File: src/rtl/fetch_unit.sv
// fetch_unit: instruction fetch stage feeding decode.
//   Issues word addresses to a 1-cycle-latency synchronous instruction memory,
//   buffers returned 16-bit instructions with their PCs in a DEPTH-entry queue,
//   and presents the queue head to decode. A taken branch from execute flushes
//   the queue, drops any in-flight response and redirects fetch.
// Ports:
//   clk, reset        - clock, asynchronous active-high reset
//   stall             - decode not accepting; head is held
//   is_branch_taken   - redirect/flush request (overrides stall)
//   branch_target     - word address to fetch after a taken branch
//   imem_rd_en/addr   - memory read request (combinational)
//   imem_rdata        - memory read data, one cycle after the request
//   instr/instr_pc    - head instruction and its address, zero when not valid
//   instr_valid       - head is valid this cycle
module fetch_unit #(
   parameter int          DEPTH    = 4,
   parameter logic [15:0] RESET_PC = 16'h0000
) (
   input  logic        clk,
   input  logic        reset,
   input  logic        stall,
   input  logic        is_branch_taken,
   input  logic [15:0] branch_target,
   output logic        imem_rd_en,
   output logic [15:0] imem_addr,
   input  logic [15:0] imem_rdata,
   output logic [15:0] instr,
   output logic [15:0] instr_pc,
   output logic        instr_valid
);

   localparam int PW = (DEPTH > 1) ? $clog2(DEPTH) : 1;

   logic [15:0]   fetch_pc;
   logic [15:0]   inflight_pc;
   logic          inflight;
   logic [15:0]   q_instr [DEPTH];
   logic [15:0]   q_pc    [DEPTH];
   logic [PW-1:0] rd_ptr, wr_ptr;
   logic [PW:0]   count;
   logic [PW+1:0] occ;
   logic          issue, push, pop;

   // Occupancy counts the in-flight slot so a response always has room.
   assign occ   = {1'b0, count} + {{(PW+1){1'b0}}, inflight};
   // Gating with reset keeps the request low while reset is held.
   assign issue = !reset && !is_branch_taken && (occ < (PW+2)'(DEPTH));
   assign push  = inflight && !is_branch_taken;
   assign pop   = instr_valid && !stall;

   assign imem_rd_en  = issue;
   assign imem_addr   = fetch_pc;
   assign instr_valid = (count != '0) && !is_branch_taken;
   assign instr       = instr_valid ? q_instr[rd_ptr] : 16'h0000;
   assign instr_pc    = instr_valid ? q_pc[rd_ptr]    : 16'h0000;

   always_ff @(posedge clk or posedge reset) begin
      if (reset) begin
         fetch_pc    <= RESET_PC;
         inflight    <= 1'b0;
         inflight_pc <= 16'h0000;
         rd_ptr      <= '0;
         wr_ptr      <= '0;
         count       <= '0;
      end else if (is_branch_taken) begin
         // Flush everything; the last of back-to-back branches wins.
         fetch_pc <= branch_target;
         inflight <= 1'b0;
         rd_ptr   <= '0;
         wr_ptr   <= '0;
         count    <= '0;
      end else begin
         inflight <= issue;
         if (issue) begin
            inflight_pc <= fetch_pc;
            fetch_pc    <= fetch_pc + 16'h0001;
         end
         if (push) wr_ptr <= wr_ptr + PW'(1);
         if (pop)  rd_ptr <= rd_ptr + PW'(1);
         if (push && !pop)      count <= count + (PW+1)'(1);
         else if (pop && !push) count <= count - (PW+1)'(1);
      end
   end

   // Queue storage needs no reset: count gates visibility.
   always_ff @(posedge clk) begin
      if (push) begin
         q_instr[wr_ptr] <= imem_rdata;
         q_pc[wr_ptr]    <= inflight_pc;
      end
   end

endmodule

File: config.mk
export PLATFORM = sky130hd
export DESIGN_NAME = fetch_unit
export DESIGN_NICKNAME = d
export VERILOG_FILES = /design/src/rtl/fetch_unit.sv
export SDC_FILE = /design/constraint.sdc
export NUM_CORES = 1
export LEC_CHECK = 0
export CORE_UTILIZATION = 50
export DETAILED_ROUTE_END_ITERATION = 10
export PLACE_DENSITY = 0.7
export SKIP_LAST_GASP = 1
export SLEW_MARGIN = 20
export SYNTH_ARGS = -nofsm -noshare
export SYNTH_HDL_FRONTEND = slang
export SYNTH_SLANG_ARGS = --single-unit
File: constraint.sdc
create_clock -name clk -period 2.7 [get_ports clk]
set_input_delay 0.405 -clock clk [delete_from_list [all_inputs] [get_ports clk]]
set_output_delay 0.405 -clock clk [all_outputs]
set_load 0.005 [all_outputs]
Yosys cells after proc, flatten, opt, wreduce, memory -nomap -nowiden
Memories as Yosys holds them, arrays and structs flattened. Index checks and enable logic that the tools add are counted.

RAM bits: 128. Logic and storage cells: 48. Output and inout bits: 50. Memories: 2. Register bits: 40.

Memory list: q_instr (depth 4, width 16, read ports 1, clocked after Yosys merged registers in 0, wr ports 1, RTL line 37) `logic [15:0] q_instr [DEPTH];`; q_pc (depth 4, width 16, read ports 1, clocked after Yosys merged registers in 0, wr ports 1, RTL line 38) `logic [15:0] q_pc [DEPTH];`.

Bitwise logic cells: 1. Add/sub/neg operators: 6. Mux-type cells: 14. Magnitude comparators: 1. Reductions and logical operators: 18.

Operators with widths (number): two-way mux 16 bit (4); adder 16 x 1 -> 16 bit, second input constant (1); two-way mux 3 bit (3); two-way mux 2 bit (4); logical AND 1 bit (7); nonzero test 2 bit (3); nonzero test 3 bit (2); logical NOT 1 bit (5); adder 2 x 1 -> 2 bit, second input constant (2); adder 3 x 1 -> 4 bit (1); < comparator 4 x 3 -> 1 bit, second input constant (1); adder 3 x 1 -> 3 bit, second input constant (1); two-way mux 1 bit (3); subtractor 3 x 1 -> 3 bit, second input constant (1); AND reduction 2 bit (1); NOT 1 bit (1).

Depth between registers and ports, before layout
Gate-level depths: netlist (run 1).

Depth in word-level cells: 7. Depth in mapped cells: 8.

Least setup slack after synthesis (run 1)
No wires, ideal clock.

Path kind: register -> register. Start point: register inflight. End point: memory q_instr[0][0], enable pin. Period minus slack after synthesis: 2157 ps. Path buffers: 1. Slack: 543 ps. Arrival: 1765 ps. Data required time: 2308 ps. Stages on the path, launching flop included: 4. Path through: dfrtp_1 clkbuf_1 nor2b_1 and2_1.

Longest elaborated chain between the ends: 3.

RTL lines: start, declared (RTL line 36) `logic inflight;`; start signal, assigned (RTL line 73) `inflight <= issue;`; logical AND 1 bit (RTL line 48) `assign push = inflight && !is_branch_taken;`; two-way mux 1 bit (RTL line 87) `if (push) begin`; two-way mux 1 bit (not written as such) (RTL line 88) `q_instr[wr_ptr] <= imem_rdata;`; end, declared (RTL line 37).

Every way passes these cells.

Final worst setup path (run 1)
Start point: register rd_ptr[0]. End point: output instr[0].

Longest elaborated chain between the ends: 2.

RTL lines: start, declared (RTL line 39) `logic [PW-1:0] rd_ptr, wr_ptr;`; start signal, assigned (RTL line 79) `if (pop) rd_ptr <= rd_ptr + PW'(1);`; memory read (4 x 16 bit); two-way mux 16 bit (RTL line 54) `assign instr = instr_valid ? q_instr[rd_ptr] : 16'h0000;`; end, declared (RTL line 27) `output logic [15:0] instr,`.

Every way passes these cells.

==> reports/metrics.yaml, run 1 <==
grt_pass1_vias: 3791
core_sq_mm: 0.0133
stdcell_area_sq_mm: 0.00869
p_total_mw: 6.31
synth_enable_flop_cells: 128
synth_top_flop_cell: "edfxtp_1"
cts.root.buffer_cell: "clkbuf_16"
cp-start-kind: "flop"
synth_seq_area_share_pct: 70.6
die_height_microns: 119
clk_path_buf_depth: 2
cts.sinks: 168
cts_tree: "yes"
grt_pass1_wl_microns: 19800
syn_area_per_cell_sq_um: 17.4
cts_buffers: 17
io_buffers: 85
cp-end-kind: "output pin"
wire_per_inst_microns: 18.0
ys_warn_count: 0
arrival_ns: 2.22
synth.distinct_cells: 42
peakVddDrop_v: 0.000367
ctsHoldBuffers: 0
antenna_cells: 0
post_dp_cell_area_sq_mm: 0.00809
clock.fmax_ghz: 0.381
ant_nets: 0
drv_slew: 0
synthCells: 395
min_period_over_period_pct: 97.2
clk_pin_slew_ns: 0.06
clock_latency_ns: 0.42
first_iter_violations: 266
ys_ff_latch: 168
nNetsFinal: 543
post_route_cells_drive_above_1_share_pct: 20.8
fin_skew_ns: 0.00910
async_flop_share_pct: 23.8
worstMarginPinSlew_ns: 0.506
via_per_inst: 5.39
leakagePower_nw: 3.01
wirelength_microns: 12400
critical_path.max_fanout: 14
drc: 0
grt_max_degree: 41
reg2reg_slack_ns: 0.55
place_congestion: 0.788
worst_slew_margin_rel_pct: 66.2
critical_path_class: "reg -> out"
vias: 3720
status: "finished clean"
fin_crit_ns: 2.63
finalSetupViolations: 0
worstHoldStart: "inflight_pc[11]"
start_util_pct: 51.6
rr_endpoint: "count[1]"
track_usage_pct: 19.0
r2r-start: "count[0]"
rsz0062_at_grt: "true"
cellPowerDensity_mw_per_mm2: 727
setup_tns_ns: 0
required_ns: 2.30
area_growth_pct: 26.5
hold_violations: 0
whs_path_depth: 0
syn_area_sq_mm: 0.00686
hold_class: "reg -> reg"
die_area_sq_mm: 0.0142
rows: 42
hold_end: "q_pc[1][11]"
io_pins: 86
grt-ovfl-total: 0
synthesis.nets: 437
antenna_found_initial: 0
reg2reg_depth: 7
die_w_microns: 119
htreeDepth: 4
drv_cap: 0
first_pass_iters: 4
dp_hpwl_microns: 7810
-- critical path: stages (launching register included) --
cell and delay (ns):
dfrtp_2 0.45, buf_12 0.20, mux4_2 0.54, and2_1 0.18, clkdlybuf4s50_1 0.44
-- cells in the final DEF (no fill, tap or decap), types with 12 or more instances in the layout --
master and n:
mux2_2 17, o21ai_0 14, clkbuf_16 17, mux4_2 32, and2_1 38, clkdlybuf4s50_1 85
edfxtp_1 128, dfrtp_1 39, buf_4 12, nand2_1 14
-- where the power goes --
group | switching (mW) | leakage (nW) | internal [mW]
Clock | 0.899 | 0.281 | 1.39
Sequential | 0.168 | 1.63 | 3.00
Combinational | 0.332 | 1.09 | 0.519
Total | 1.40 | 3.01 | 4.91
-- state kept, by name (all words and copies together), names as in the netlist --
signal	cells
count	3
imem_addr	16
inflight	1
inflight_pc	16
q_instr	64
q_pc	64
rd_ptr	2
wr_ptr	2
-- cell families (layout without fill, tap and decap cells) --
logic type,count (synthesis),in the layout,synth area share [%]
flops,168,168,70.6
simple gates,99,99,8.33
mux,54,54,14.0
compound gates,30,30,3.01
buf+inv,29,148,1.71
xor+xnor,9,9,1.15
fa+ha+maj,6,6,1.20
-- through the flow --
step,util [%],cells,hold slack (ns),setup WS (ns)
after CTS,65.3,689,0.518,0.0122
after global routing,65.3,690,0.540,-0.0244
after global placement,60.9,655,0.490,0.322
after detailed placement,60.9,655,0.508,0.232
final,65.3,690,0.521,0.0747
after floorplan,-,395,0.472,0.543
-- cells in the mapped netlist (all sizes together), types with 2 or more instances --
cell / count / area [sq um]
a22oi: 2 / 15.0
a31oi: 5 / 31.3
and2: 40 / 253
buf: 5 / 27.5
clkbuf: 14 / 52.6
dfrtp: 40 / 1000
edfxtp: 128 / 3840
ha: 5 / 62.6
inv: 10 / 37.5
mux2: 17 / 191
mux2i: 5 / 50.1
mux4: 32 / 721
nand2: 14 / 52.6
nand2b: 3 / 18.8
nand3: 7 / 35.0
nand4: 4 / 40.0
nor2: 11 / 41.3
nor2b: 3 / 18.8
nor3: 3 / 15.0
nor3b: 2 / 15.0
nor4: 3 / 18.8
o21ai: 14 / 70.1
o31a: 2 / 18.8
or3: 5 / 33.8
or4: 2 / 15.0
xnor2: 3 / 26.3
xor2: 6 / 52.6
-- worst max path at each step --
stage	from	endpoint	slack, ns	depth (start not counted)
5_1_grt	rd_ptr[0]	instr_pc[15]	-0.02	4
4_1_cts	rd_ptr[0]	instr[0]	0.01	4
2_1_floorplan	inflight	q_instr[0][0]	0.54	3
3_3_place_gp	reset	imem_rd_en	0.32	4
6_report	rd_ptr[0]	instr[0]	0.07	4
3_5_place_dp	is_branch_taken	count[1]	0.23	8
-- timing repair --
item,4_1_cts,5_1_grt
resized for setup,1,0
setup endpoints to repair,25,19
setup buffers,2,1
-- layout make-up --
type                       count  area, sq um
clock buffer                  21          460
clock inverter                11          105
fill                         941         4610
inverter                      10         37.5
multi-input combinational    198         1900
sequential                   168         4850
tap                          176          220
timing repair buffer         106         1110
-- per-layer routing --
metal  part of all wire [%]  GRT usage (%)  vias to the layer above
li1                       -              -                     1730
met3                    3.8           4.79                       10
met4                    1.1           7.12                        0
met2                     49           30.2                       89
met1                     46           25.6                     1891
met5                      0              0                        -
Power figures use the tool's default switching activity.
==> inputs of run 2 (changes only) <==
Settings changed: SLEW_MARGIN 20 to 10.
==> results of run 2 <==
Final layout, timing and power as in run 1 (identical DEF).
